<file path="src/rtl/locker_pkg.sv">
// Shared types and constants for the locker indicator block.
// State encoding, 7-seg glyphs and the error-count ceiling.
package locker_pkg;

    typedef enum logic [1:0] {
        IDLE  = 2'd0,
        OPEN  = 2'd1,
        FAULT = 2'd2,
        ALARM = 2'd3
    } ind_state_t;

    // Segment order is bit0=a .. bit6=g, active-high.
    localparam logic [6:0] SEG_0     = 7'h3F;
    localparam logic [6:0] SEG_1     = 7'h06;
    localparam logic [6:0] SEG_2     = 7'h5B;
    localparam logic [6:0] SEG_3     = 7'h4F;
    localparam logic [6:0] SEG_4     = 7'h66;
    localparam logic [6:0] SEG_5     = 7'h6D;
    localparam logic [6:0] SEG_6     = 7'h7D;
    localparam logic [6:0] SEG_7     = 7'h07;
    localparam logic [6:0] SEG_8     = 7'h7F;
    localparam logic [6:0] SEG_9     = 7'h6F;
    localparam logic [6:0] SEG_BLANK = 7'h00;

    localparam logic [3:0] ERR_CNT_MAX = 4'd9;

endpackage

</file>
<file path="src/rtl/locker_indicator_seg7_encode.sv">
// Decimal digit to 7-seg pattern.
// Anything above 9 is shown blank.
module seg7_encode
    import locker_pkg::*;
(
    input  logic [3:0] value,
    output logic [6:0] pattern
);

    // Pure lookup; out-of-range values blank the digit.
    always_comb begin
        pattern = SEG_BLANK;
        unique case (value)
            4'd0:    pattern = SEG_0;
            4'd1:    pattern = SEG_1;
            4'd2:    pattern = SEG_2;
            4'd3:    pattern = SEG_3;
            4'd4:    pattern = SEG_4;
            4'd5:    pattern = SEG_5;
            4'd6:    pattern = SEG_6;
            4'd7:    pattern = SEG_7;
            4'd8:    pattern = SEG_8;
            4'd9:    pattern = SEG_9;
            default: pattern = SEG_BLANK;
        endcase
    end

endmodule

</file>
<file path="src/rtl/locker_indicator.sv">
// Indicator stage after the locker FSM: timed LEDs, blinking alarm,
// failed-attempt counter and a two-digit multiplexed 7-seg display.
module locker_indicator
    import locker_pkg::*;
#(
    parameter int UNLOCK_HOLD = 100_000_000,
    parameter int ERR_HOLD    = 50_000_000,
    parameter int BLINK_HALF  = 25_000_000,
    parameter int SCAN_CYCLES = 100_000
) (
    input  logic       CLK,
    input  logic       RST,
    input  logic       Unlock,
    input  logic       Err,
    input  logic       alert,
    input  logic [6:0] digits,
    output logic       led_unlock,
    output logic       led_err,
    output logic       buzzer,
    output logic [6:0] seg,
    output logic [1:0] an,
    output logic [3:0] err_cnt
);

    localparam int HOLD_MAX = (UNLOCK_HOLD > ERR_HOLD) ? UNLOCK_HOLD : ERR_HOLD;
    localparam int HW = $clog2(HOLD_MAX + 1);
    localparam int BW = $clog2(BLINK_HALF + 1);
    localparam int SW = $clog2(SCAN_CYCLES + 1);

    localparam logic [HW-1:0] HOLD_UNLOCK = HW'(UNLOCK_HOLD);
    localparam logic [HW-1:0] HOLD_ERR    = HW'(ERR_HOLD);
    localparam logic [HW-1:0] HOLD_LAST   = HW'(1);
    localparam logic [BW-1:0] BLINK_LAST  = BW'(BLINK_HALF - 1);
    localparam logic [SW-1:0] SCAN_LAST   = SW'(SCAN_CYCLES - 1);

    ind_state_t    state, state_d;
    logic [HW-1:0] hold, hold_d;
    logic [BW-1:0] blink, blink_d;
    logic [SW-1:0] scan;
    logic          scan_sel;
    logic          buzzer_d, led_unlock_d, led_err_d;
    logic          primed, prev_unlock, prev_err;
    logic          unlock_rise, err_rise;
    logic [6:0]    cnt_pattern;

    // The first edge after reset only primes the history, so a flag
    // that was already high during reset never counts as a rise.
    assign unlock_rise = primed & Unlock & ~prev_unlock;
    assign err_rise    = primed & Err & ~prev_err;

    // Edge-history registers.
    always_ff @(posedge CLK or posedge RST) begin
        if (RST) begin
            primed      <= 1'b0;
            prev_unlock <= 1'b0;
            prev_err    <= 1'b0;
        end else begin
            primed      <= 1'b1;
            prev_unlock <= Unlock;
            prev_err    <= Err;
        end
    end

    // Next state, counters and output values; alert beats Unlock beats Err.
    always_comb begin
        state_d  = state;
        hold_d   = hold;
        blink_d  = blink;
        buzzer_d = 1'b0;
        if (alert) begin
            state_d = ALARM;
            if (state != ALARM) begin
                blink_d  = '0;
                buzzer_d = 1'b1;
            end else if (blink == BLINK_LAST) begin
                blink_d  = '0;
                buzzer_d = ~buzzer;
            end else begin
                blink_d  = blink + 1'b1;
                buzzer_d = buzzer;
            end
        end else if (state == ALARM) begin
            if (Unlock) begin
                state_d = OPEN;
                hold_d  = HOLD_UNLOCK;
            end else begin
                state_d = IDLE;
                hold_d  = '0;
            end
        end else if (unlock_rise) begin
            state_d = OPEN;
            hold_d  = HOLD_UNLOCK;
        end else if (err_rise) begin
            state_d = FAULT;
            hold_d  = HOLD_ERR;
        end else if (state == OPEN || state == FAULT) begin
            if (hold <= HOLD_LAST) begin
                state_d = IDLE;
                hold_d  = '0;
            end else begin
                hold_d = hold - 1'b1;
            end
        end
        led_unlock_d = (state_d == OPEN);
        led_err_d    = (state_d == FAULT) | ((state_d == ALARM) & buzzer_d);
    end

    // State, counters and registered indicator outputs.
    always_ff @(posedge CLK or posedge RST) begin
        if (RST) begin
            state      <= IDLE;
            hold       <= '0;
            blink      <= '0;
            buzzer     <= 1'b0;
            led_unlock <= 1'b0;
            led_err    <= 1'b0;
        end else begin
            state      <= state_d;
            hold       <= hold_d;
            blink      <= blink_d;
            buzzer     <= buzzer_d;
            led_unlock <= led_unlock_d;
            led_err    <= led_err_d;
        end
    end

    // Failed-attempt count: an unlock clears it, even on a shared edge.
    always_ff @(posedge CLK or posedge RST) begin
        if (RST) begin
            err_cnt <= '0;
        end else if (unlock_rise) begin
            err_cnt <= '0;
        end else if (err_rise && err_cnt != ERR_CNT_MAX) begin
            err_cnt <= err_cnt + 1'b1;
        end
    end

    // Digit scan: hold each digit SCAN_CYCLES cycles, then swap.
    always_ff @(posedge CLK or posedge RST) begin
        if (RST) begin
            scan     <= '0;
            scan_sel <= 1'b0;
        end else if (scan == SCAN_LAST) begin
            scan     <= '0;
            scan_sel <= ~scan_sel;
        end else begin
            scan <= scan + 1'b1;
        end
    end

    seg7_encode u_seg7 (
        .value   (err_cnt),
        .pattern (cnt_pattern)
    );

    assign an  = scan_sel ? 2'b01 : 2'b10;
    assign seg = scan_sel ? cnt_pattern : digits;

endmodule

</file>
<file path="config.mk">
export PLATFORM = sky130hd
export DESIGN_NAME = locker_indicator
export DESIGN_NICKNAME = d
export VERILOG_FILES = /design/src/rtl/locker_pkg.sv /design/src/rtl/locker_indicator_seg7_encode.sv /design/src/rtl/locker_indicator.sv
export SDC_FILE = /design/constraint.sdc
export NUM_CORES = 1
export LEC_CHECK = 0
export ABC_CLOCK_PERIOD_IN_PS = 4200
export BUFFER_PORTS_ARGS = -buffer_cell sky130_fd_sc_hd__buf_2
export CORE_MARGIN = 2
export CORE_UTILIZATION = 45
export CTS_CLUSTER_SIZE = 28
export DETAILED_ROUTE_END_ITERATION = 6
export GPL_ROUTABILITY_DRIVEN = 0
export MAX_ROUTING_LAYER = met4
export PLACE_DENSITY = 0.61
export SYNTH_ARGS = -nofsm -noshare
export SYNTH_HDL_FRONTEND = slang
export SYNTH_SLANG_ARGS = --single-unit
</file>
<file path="constraint.sdc">
create_clock -name CLK -period 4.2 [get_ports CLK]
set_input_delay 1.26 -clock CLK [delete_from_list [all_inputs] [get_ports CLK]]
set_output_delay 1.26 -clock CLK [all_outputs]
set_load 0.02 [all_outputs]
</file>
-- After elaboration in Yosys (flattened, before gate mapping)
Memories as Yosys holds them, arrays and structs flattened.
Index checks and enable logic that the tools add are counted.
- register bits after elaboration: 82
- input port bits: 12
- memory bits (read-only): 112
- memories kept: 1
- word-level logic and storage cells: 67
- output and inout bits: 16
- multiplexer cells: 23
- reduce and logical (&&, ||, !) cells: 5
- bitwise logic cells: 11
- add/sub/neg operators: 4
- $lt $le $gt $ge: 1
- eq/ne operators: 10
- memories (name ; depth ; width ; rd ports ; clocked after Yosys merged registers in ; wr ports ; line ; text):
    (no name shown) ; 16 ; 7 ; 1 ; 0 ; 0 ; locker_indicator_seg7_encode.sv:13 ; unique case (value)
- operators with widths (kind ; count):
    $mux W27 ; 6
    $mux W25 ; 2
    $le A27 B1 Y1 const B ; 1
    $sub A27 B1 Y27 const B ; 1
    $add A25 B1 Y25 const B ; 1
    $eq A25 B25 Y1 const B ; 1
    $add A17 B1 Y17 const B ; 1
    $eq A17 B17 Y1 const B ; 1
    $mux W17 ; 1
    $mux W2 ; 7
    $eq A2 B2 Y1 const B ; 4
    $mux W4 ; 2
    $mux W7 ; 1
    $and A1 B1 Y1 ; 5
    $not A1 Y1 ; 5
    $add A4 B1 Y4 const B ; 1
    $eq A2 B1 Y1 const B ; 2
    $mux W1 ; 4
    $ne A4 B4 Y1 const B ; 1
    $reduce_bool A4 Y1 ; 1
    $ne A2 B2 Y1 const B ; 1
    $reduce_and A2 Y1 ; 1
    $reduce_bool A2 Y1 ; 1
    $logic_and A1 B1 Y1 ; 1
    2 further kinds ; 2

-- Logic depth before layout (Yosys ltp)
Gate-level depths: netlist of run 1.
- word-level depth: 10
- mapped depth: 9
- depth with buffers taken out: 8

-- By module
Synthesis of run 1 repeated with hierarchy kept, for this count alone.
- cells, all modules: 513
- area total of the unflattened synthesis: 4890.9 um^2
- modules (own cells, without submodules) (module ; area an instance (um^2) ; cells an instance ; instances ; sequential area each (um^2)):
    locker_indicator ; 4672.0 ; 485 ; 1 ; 2052.0
    seg7_encode ; 219.0 ; 28 ; 1 ; 0.0

-- Least setup slack after synthesis of run 1
Ideal clock, no wire load.
- path type: input to output
- start point: input port digits[2]
- end point: output port seg[2]
- buffers on the path: 0
- required time: 2940 ps
- path slack: 1185 ps
- stages: 2
- arrival time: 1755 ps
- path through: inv_1 o21ai_0
- word-level cells in the longest chain between the ends: 1
- RTL lines (what ; line ; text):
    from (decl) ; locker_indicator.sv:16 ; input logic [6:0] digits,
    $mux W7 ; locker_indicator.sv:157 ; assign seg = scan_sel ? cnt_pattern : digits;
    to (decl) ; locker_indicator.sv:20 ; output logic [6:0] seg,
Every way passes these cells.

-- Worst setup path after layout of run 1
- start point: register err_cnt[1]
- end point: output port seg[0]
- word-level cells in the longest chain between the ends: 2
- RTL lines (what ; line ; text):
    from (decl) ; locker_indicator.sv:22 ; output logic [3:0] err_cnt
    from (signal assigned) ; locker_indicator.sv:134 ; err_cnt <= err_cnt + 1'b1;
    $mem_v2 Z16 W7 ; -- ;
    $mux W7 ; locker_indicator.sv:157 ;
Every way passes these cells.

==> flow_summary.toml, run 1 <==
[run_status]
status = "completed"

[power]
leakagePower_uw = 0.00221
power_density_mw_per_mm2 = 436
irDropWorstVdd_v = 0.000293

[floorplan]
die_h_um = 105
dieArea_mm2 = 0.0111
die_w_um = 105
fp-row-count = 36
core-area_mm2 = 0.00986
initial_core_util = 0.468
ios = 28

[detailed_routing]
routed_via_density = 5.54
routed-via-count = 3765
drt-pass1-iter-count = 4
drc = 0
drtIter0Drc = 203
ant_nets = 0
wl_um = 9870
wl_per_cell_um = 14.5

[place]
hpwl_um = 6920
dp.cells = 663
numPortBuffers = 27
dp_worst_setup_slack_ns = 1.03

[synth]
synth_nets = 545
synth_seq_cells = 82
yosys_warnings = 0
ys.flop_type = "dfrtp_1"
ys_types = 61
ys_async_sr_fraction = 1.00
postSynthCellCount = 519
syn_area_per_cell_um2 = 8.90
synth_edf_count = 0
seq_area_frac_synth = 0.444
synth.cell_area_mm2 = 0.00462

[sta]
setup_viol = 0
worst_slack_ns = 0.903
fin_crit_ns = 3.30
relSlewSlack = 0.429
rsz0062_at_grt = "false"
whs_ns = 0.483
fin_crit_sh = 0.785
finalSetupTns_ns = 0
finClkSkew_ns = 0.0104
drv_slew = 0
tightestPinTransition_ns = 0.856
final_hold_viol_count = 0
max_freq_mhz = 303

[layout]
final_layout_size_suffix_gt1_frac = 0.104
nNetsFinal = 567
area_growth_syn_to_layout_pct = 9.65
fill_cells = 925
stdcell_count = 679
num_antenna_cells = 0
fin_util = 0.513

[global_route]
grt_max_degree = 45
grt_pass1_wl_um = 16600
grt_pass1_vias = 3498
grtUsageTotal = 0.189
grt_remaining_overflow = 0
antenna_found_initial = 0

[job]
max_cap_violations = 0

[clock_tree]
cts_resized = 0
ctsHoldBuffers = 0
cts_buffer_depth = 2
cts_root_buf = "clkbuf_8"
cts_made_buffers = 9
postCtsSetupBuffers = 0
cts_tree = "done"
htree_levels = 3
clk_pin_slew_ns = 0.09
clock-sinks = 82
insertion_delay_ns = 0.38

[setup_path]
worst-endpoint-arrival_ns = 2.04
crit_path_start_kind = "flip-flop"
r2r_setup_slack_ns = 1.32
startpoint = "err_cnt[1]"
reg2reg_from = "blink[0]"
endpoint_kind = "output pin"
critical_path_class = "flip-flop to output pin"
crit_required_ns = 2.94
cp_max_fo = 10

[min_path]
hold_path_class = "flip-flop to flip-flop"
min_from = "scan[0]"
==> per-stage QoR <==
step	power [uW]	instance area [um^2]
floorplan	1460	4620
global placement	1590	4850
detailed placement	1610	4850
CTS	2230	5060
global route	2350	5060
finish	2210	5060
==> layer usage <==
layer	part of all wire	GRT usage
met1	0.47	0.243
met2	0.46	0.295
met3	0.052	0.0470
met4	0.011	0.0619
met5	0	-
==> synth_stat cells (all sizes together) (2+ instances only) <==
cell type,number,area [um^2]
nor4,13,87.6
a221o,3,30.0
nand4,16,100
nand2,46,173
xnor2,25,219
nand2b,3,18.8
o22ai,3,18.8
nor3,24,125
o31ai,3,22.5
mux2i,2,20.0
buf,6,51.3
and2,2,12.5
and3,9,56.3
or2,2,12.5
clkbuf,12,45.0
dfrtp,82,2050
o21ai,28,144
o311a,2,21.3
or3,5,31.3
a211o,4,35.0
a21o,6,45.0
or4,7,60.1
ha,14,175
xor2,22,193
o311ai,2,17.5
and4,3,26.3
a21oi,24,124
a31oi,3,18.8
nor2,84,318
nor4b,2,17.5
nor2b,5,31.3
nand3,20,100
inv,19,71.3
==> cells by family after synthesis <==
logic type                 share of synthesized area
AOI/OAI and AO/OA                              0.127
xor gates and xnor gates                      0.0891
adders and majority gates                     0.0379
buffers and inverters                         0.0371
DFF                                            0.444
muxes                                        0.00677
other                                       0.000812
and+or+nand+nor                                0.257
==> final timing paths <==
check                                  to  cells after the start
min in group asynchronous         scan[8]                      2
worst min-delay path              scan[0]                      1
worst max-delay path               seg[0]                      6
max in group asynchronous         hold[5]                      3
worst min register to register    scan[0]                      1
worst max register to register  blink[10]                      7
==> sequential cells by signal, summed over array words and instances (netlist names) <==
signal	flops
prev_unlock	1
prev_err	1
state	2
led_err	1
led_unlock	1
hold	27
primed	1
err_cnt	4
scan	17
buzzer	1
blink	25
scan_sel	1
==> where the power goes <==
part / total [uW] / leakage, uW / internal, uW / switching (uW)
sequential: 1040 / 0.00106 / 890 / 147
combinational: 554 / 0.00105 / 224 / 331
clock: 616 / 0.000101 / 298 / 318
total: 2210 / 0.00221 / 1410 / 796
==> cell type report <==
class | instances | area, um^2 | share of cell area
Sequential cell | 82 | 2050 | 0.405
Inverter | 20 | 76.3 | 0.0151
Tap cell | 133 | 166 | 0.0329
Timing Repair Buffer | 29 | 163 | 0.0321
Clock buffer | 10 | 138 | 0.0272
Clock inverter | 6 | 73.8 | 0.0146
Multi-Input combinational cell | 399 | 2390 | 0.473
==> worst max-delay path: stages, from the launching register on <==
cell      delay, ns
dfrtp_1        0.54
inv_1          0.18
ha_1           0.22
a211oi_1       0.30
nor2_1         0.09
a21oi_1        0.15
buf_2          0.18
==> layout by cell type (no fill, tap or decap), types with 4 or more instances in the layout <==
| cell | count |
|---|---|
| buf_2 | 27 |
| nand4_1 | 16 |
| a21oi_1 | 23 |
| nor3_1 | 23 |
| or4_1 | 5 |
| ha_1 | 14 |
| xor2_1 | 22 |
| xnor2_1 | 25 |
| nand2_1 | 46 |
| nor2b_1 | 5 |
| nand3_1 | 20 |
| nor2_1 | 83 |
| or3_1 | 5 |
| o21ai_0 | 24 |
| inv_1 | 18 |
| clkbuf_8 | 10 |
| a211o_1 | 4 |
| nor4_1 | 12 |
| a21o_1 | 6 |
| dfrtp_1 | 82 |
| and3_1 | 9 |
Power figures use the tool's default switching activity.
==> run 2: changes to the inputs <==
Settings changed: ABC_AREA set to 1, ABC_CLOCK_PERIOD_IN_PS 4200 to 3100.
Clock period 4.2 ns to 3.1 ns, I/O delays scaled along.
==> flow_summary.toml, run 2 <==
[place]
dp.cells = 836
numPortBuffers = 27
hpwl_um = 8370
dp_worst_setup_slack_ns = 0.631

[power]
internal_power_uw = 2230
netSwitchingPower_uw = 1330
power_frac_clock = 0.294
leakagePower_uw = 0.00269
swShare = 0.374
p_seq_frac = 0.392
power_density_mw_per_mm2 = 629
share_comb_of_total_power = 0.314
irDropWorstVdd_v = 0.000403

[setup_path]
endpoint_kind = "output pin"
worst-endpoint-arrival_ns = 1.83
crit_top_cell = "nand2_1"
crit_chain = "inv_1 -> ha_1 -> nand2_1 -> o21ai_0 -> nand2_1 -> a21oi_1 -> buf_2"
reg2reg_to = "hold[26]"
crit_path_start_kind = "flip-flop"
crit_required_ns = 2.17
r2r_setup_slack_ns = 1.21
crit_family = "flip-flops"
crit_slowest_cell = "dfrtp_1"
cp_slowest_stage_delay_ns = 0.45
critical_path_class = "flip-flop to output pin"
reg2reg_from = "hold[0]"
cp_max_fo = 7
reg2reg_depth = 11
cp_num_buf_inv = 2

[sta]
max_freq_mhz = 362
worst_slack_ns = 0.337
fin_crit_sh = 0.891
drv_slew = 0
relSlewSlack = 0.639
tightestPinTransition_ns = 0.541
final_hold_viol_count = 0
finClkSkew_ns = 0.00581
fin_crit_ns = 2.76
rsz0062_at_grt = "false"
finalSetupTns_ns = 0
whs_ns = 0.458
setup_viol = 0

[synth]
synth_edf_count = 0
synth_area_leaders = "dfrtp_1 40%, nand2_1 10%, nor2_1 7.4%"
ys_async_sr_fraction = 1.00
seq_area_frac_synth = 0.404
ys_types = 43
synth_nets = 701
yosys_warnings = 0
postSynthCellCount = 675
synth_most_common_cell = "nand2_1"
synth_top_area_share = 0.404
synth_top_cell_by_area = "dfrtp_1"
synth.cell_area_mm2 = 0.00508
synthTopCellsByCount = "137 x nand2_1, 100 x nor2_1, 82 x dfrtp_1, 78 x inv_1"
synth_seq_cells = 82
syn_area_per_cell_um2 = 7.53
ys.flop_type = "dfrtp_1"

[global_route]
antenna_found_initial = 0
grtUsageTotal = 0.213
grt_max_degree = 54
grt_pass1_wl_um = 19400
grt_pass1_vias = 4047
grt_remaining_overflow = 0

[floorplan]
fp-row-count = 38
initial_core_util = 0.465
ios = 28
die_w_um = 110
core-area_mm2 = 0.0109
die_h_um = 110
dieArea_mm2 = 0.0122

[clock_tree]
cts_buffer_depth = 2
postCtsSetupBuffers = 0
cts_made_buffers = 9
clk_pin_slew_ns = 0.06
cts_resized = 0
clock-sinks = 82
cts_root_buf = "clkbuf_16"
cts_tree = "done"
htree_levels = 3
insertion_delay_ns = 0.34
ctsHoldBuffers = 0

[min_path]
min_to = "scan[0]"
hold_depth = 1
hold_path_class = "flip-flop to flip-flop"
min_from = "scan[0]"

[layout]
fill_cells = 1092
stdcell_count = 852
top_register = "hold"
area_growth_syn_to_layout_pct = 11.2
nNetsFinal = 733
layout_commonest_cell = "nand2_1"
layout_common_cells = "137 x nand2_1, 100 x nor2_1, 82 x dfrtp_1"
register_area_mm2 = 0.00205
final_layout_size_suffix_gt1_frac = 0.154
num_antenna_cells = 0
fin_util = 0.517
reg_top3 = "hold: 27 flops, blink: 25 flops, scan: 17 flops"
largest_reg_flops = 27
multiInputGateArea_mm2 = 0.00262

[run_status]
status = "completed"

[detailed_routing]
routed_via_density = 5.03
ant_nets = 0
drc = 0
routed-via-count = 4286
wl_per_cell_um = 13.2
drt-pass1-iter-count = 5
wl_um = 11300
drtIter0Drc = 331

[job]
max_cap_violations = 0
[run 2: cell types whose count changed after synthesis, moves of 12 or more]
cell	before	now
nor2_2	1	18
inv_2	0	12
a21oi_1	23	35
inv_1	19	78
nand2_1	46	137
nor2_1	83	100
xnor2_1	25	1
[run 2: kinds of logic (layout without fill, tap and decap cells)]
family,after synthesis,in the layout,share of synthesized area
and+or+nand+nor,366,366,0.348
buffers and inverters,101,138,0.0815
AOI/OAI and AO/OA,86,86,0.0884
DFF,82,82,0.404
xor gates and xnor gates,25,25,0.0431
adders and majority gates,14,14,0.0345
other,1,1,0.000738
[run 2: worst max path at each step]
stage / end / start / slack, ns / cells after the start
after floorplan: blink[0] / RST / 0.06 / 1
after global placement: hold[21] / Unlock / 0.68 / 10
after detailed placement: hold[21] / Unlock / 0.63 / 10
after CTS: seg[3] / err_cnt[0] / 0.30 / 7
after global routing: seg[5] / err_cnt[2] / 0.16 / 4
final: seg[3] / err_cnt[0] / 0.34 / 7
[run 2: power groups by stage]
stage          clock, uW  combinational [uW]  sequential, uW
2_1_floorplan          0                 859            1390
3_3_place_gp           0                1110            1400
3_5_place_dp           0                1110            1410
4_1_cts             1090                1110            1390
5_1_grt             1130                1280            1420
6_report            1050                1120            1390
[run 2: layout make-up]
type                       instances  share of cell area
clock buffer                      11              0.0412
sequential                        82               0.363
multi-input combinational        492               0.463
inverter                          93              0.0633
timing repair buffer              29              0.0288
tap                              140              0.0310
clock inverter                     5             0.00974
[run 2: metal layers]
layer	vias up	global-route usage	part of all wire
li1	2231	-	-
met1	1968	0.292	0.50
met2	75	0.320	0.45
met3	12	0.0370	0.037
met4	0	0.0732	0.015
met5	-	-	0
[run 2: stage by stage]
step           total power (uW)  area [um^2]
6_report                   3550         5650
4_1_cts                    3590         5650
5_1_grt                    3820         5650
2_1_floorplan              2250         5080
3_3_place_gp               2510         5370
3_5_place_dp               2520         5370
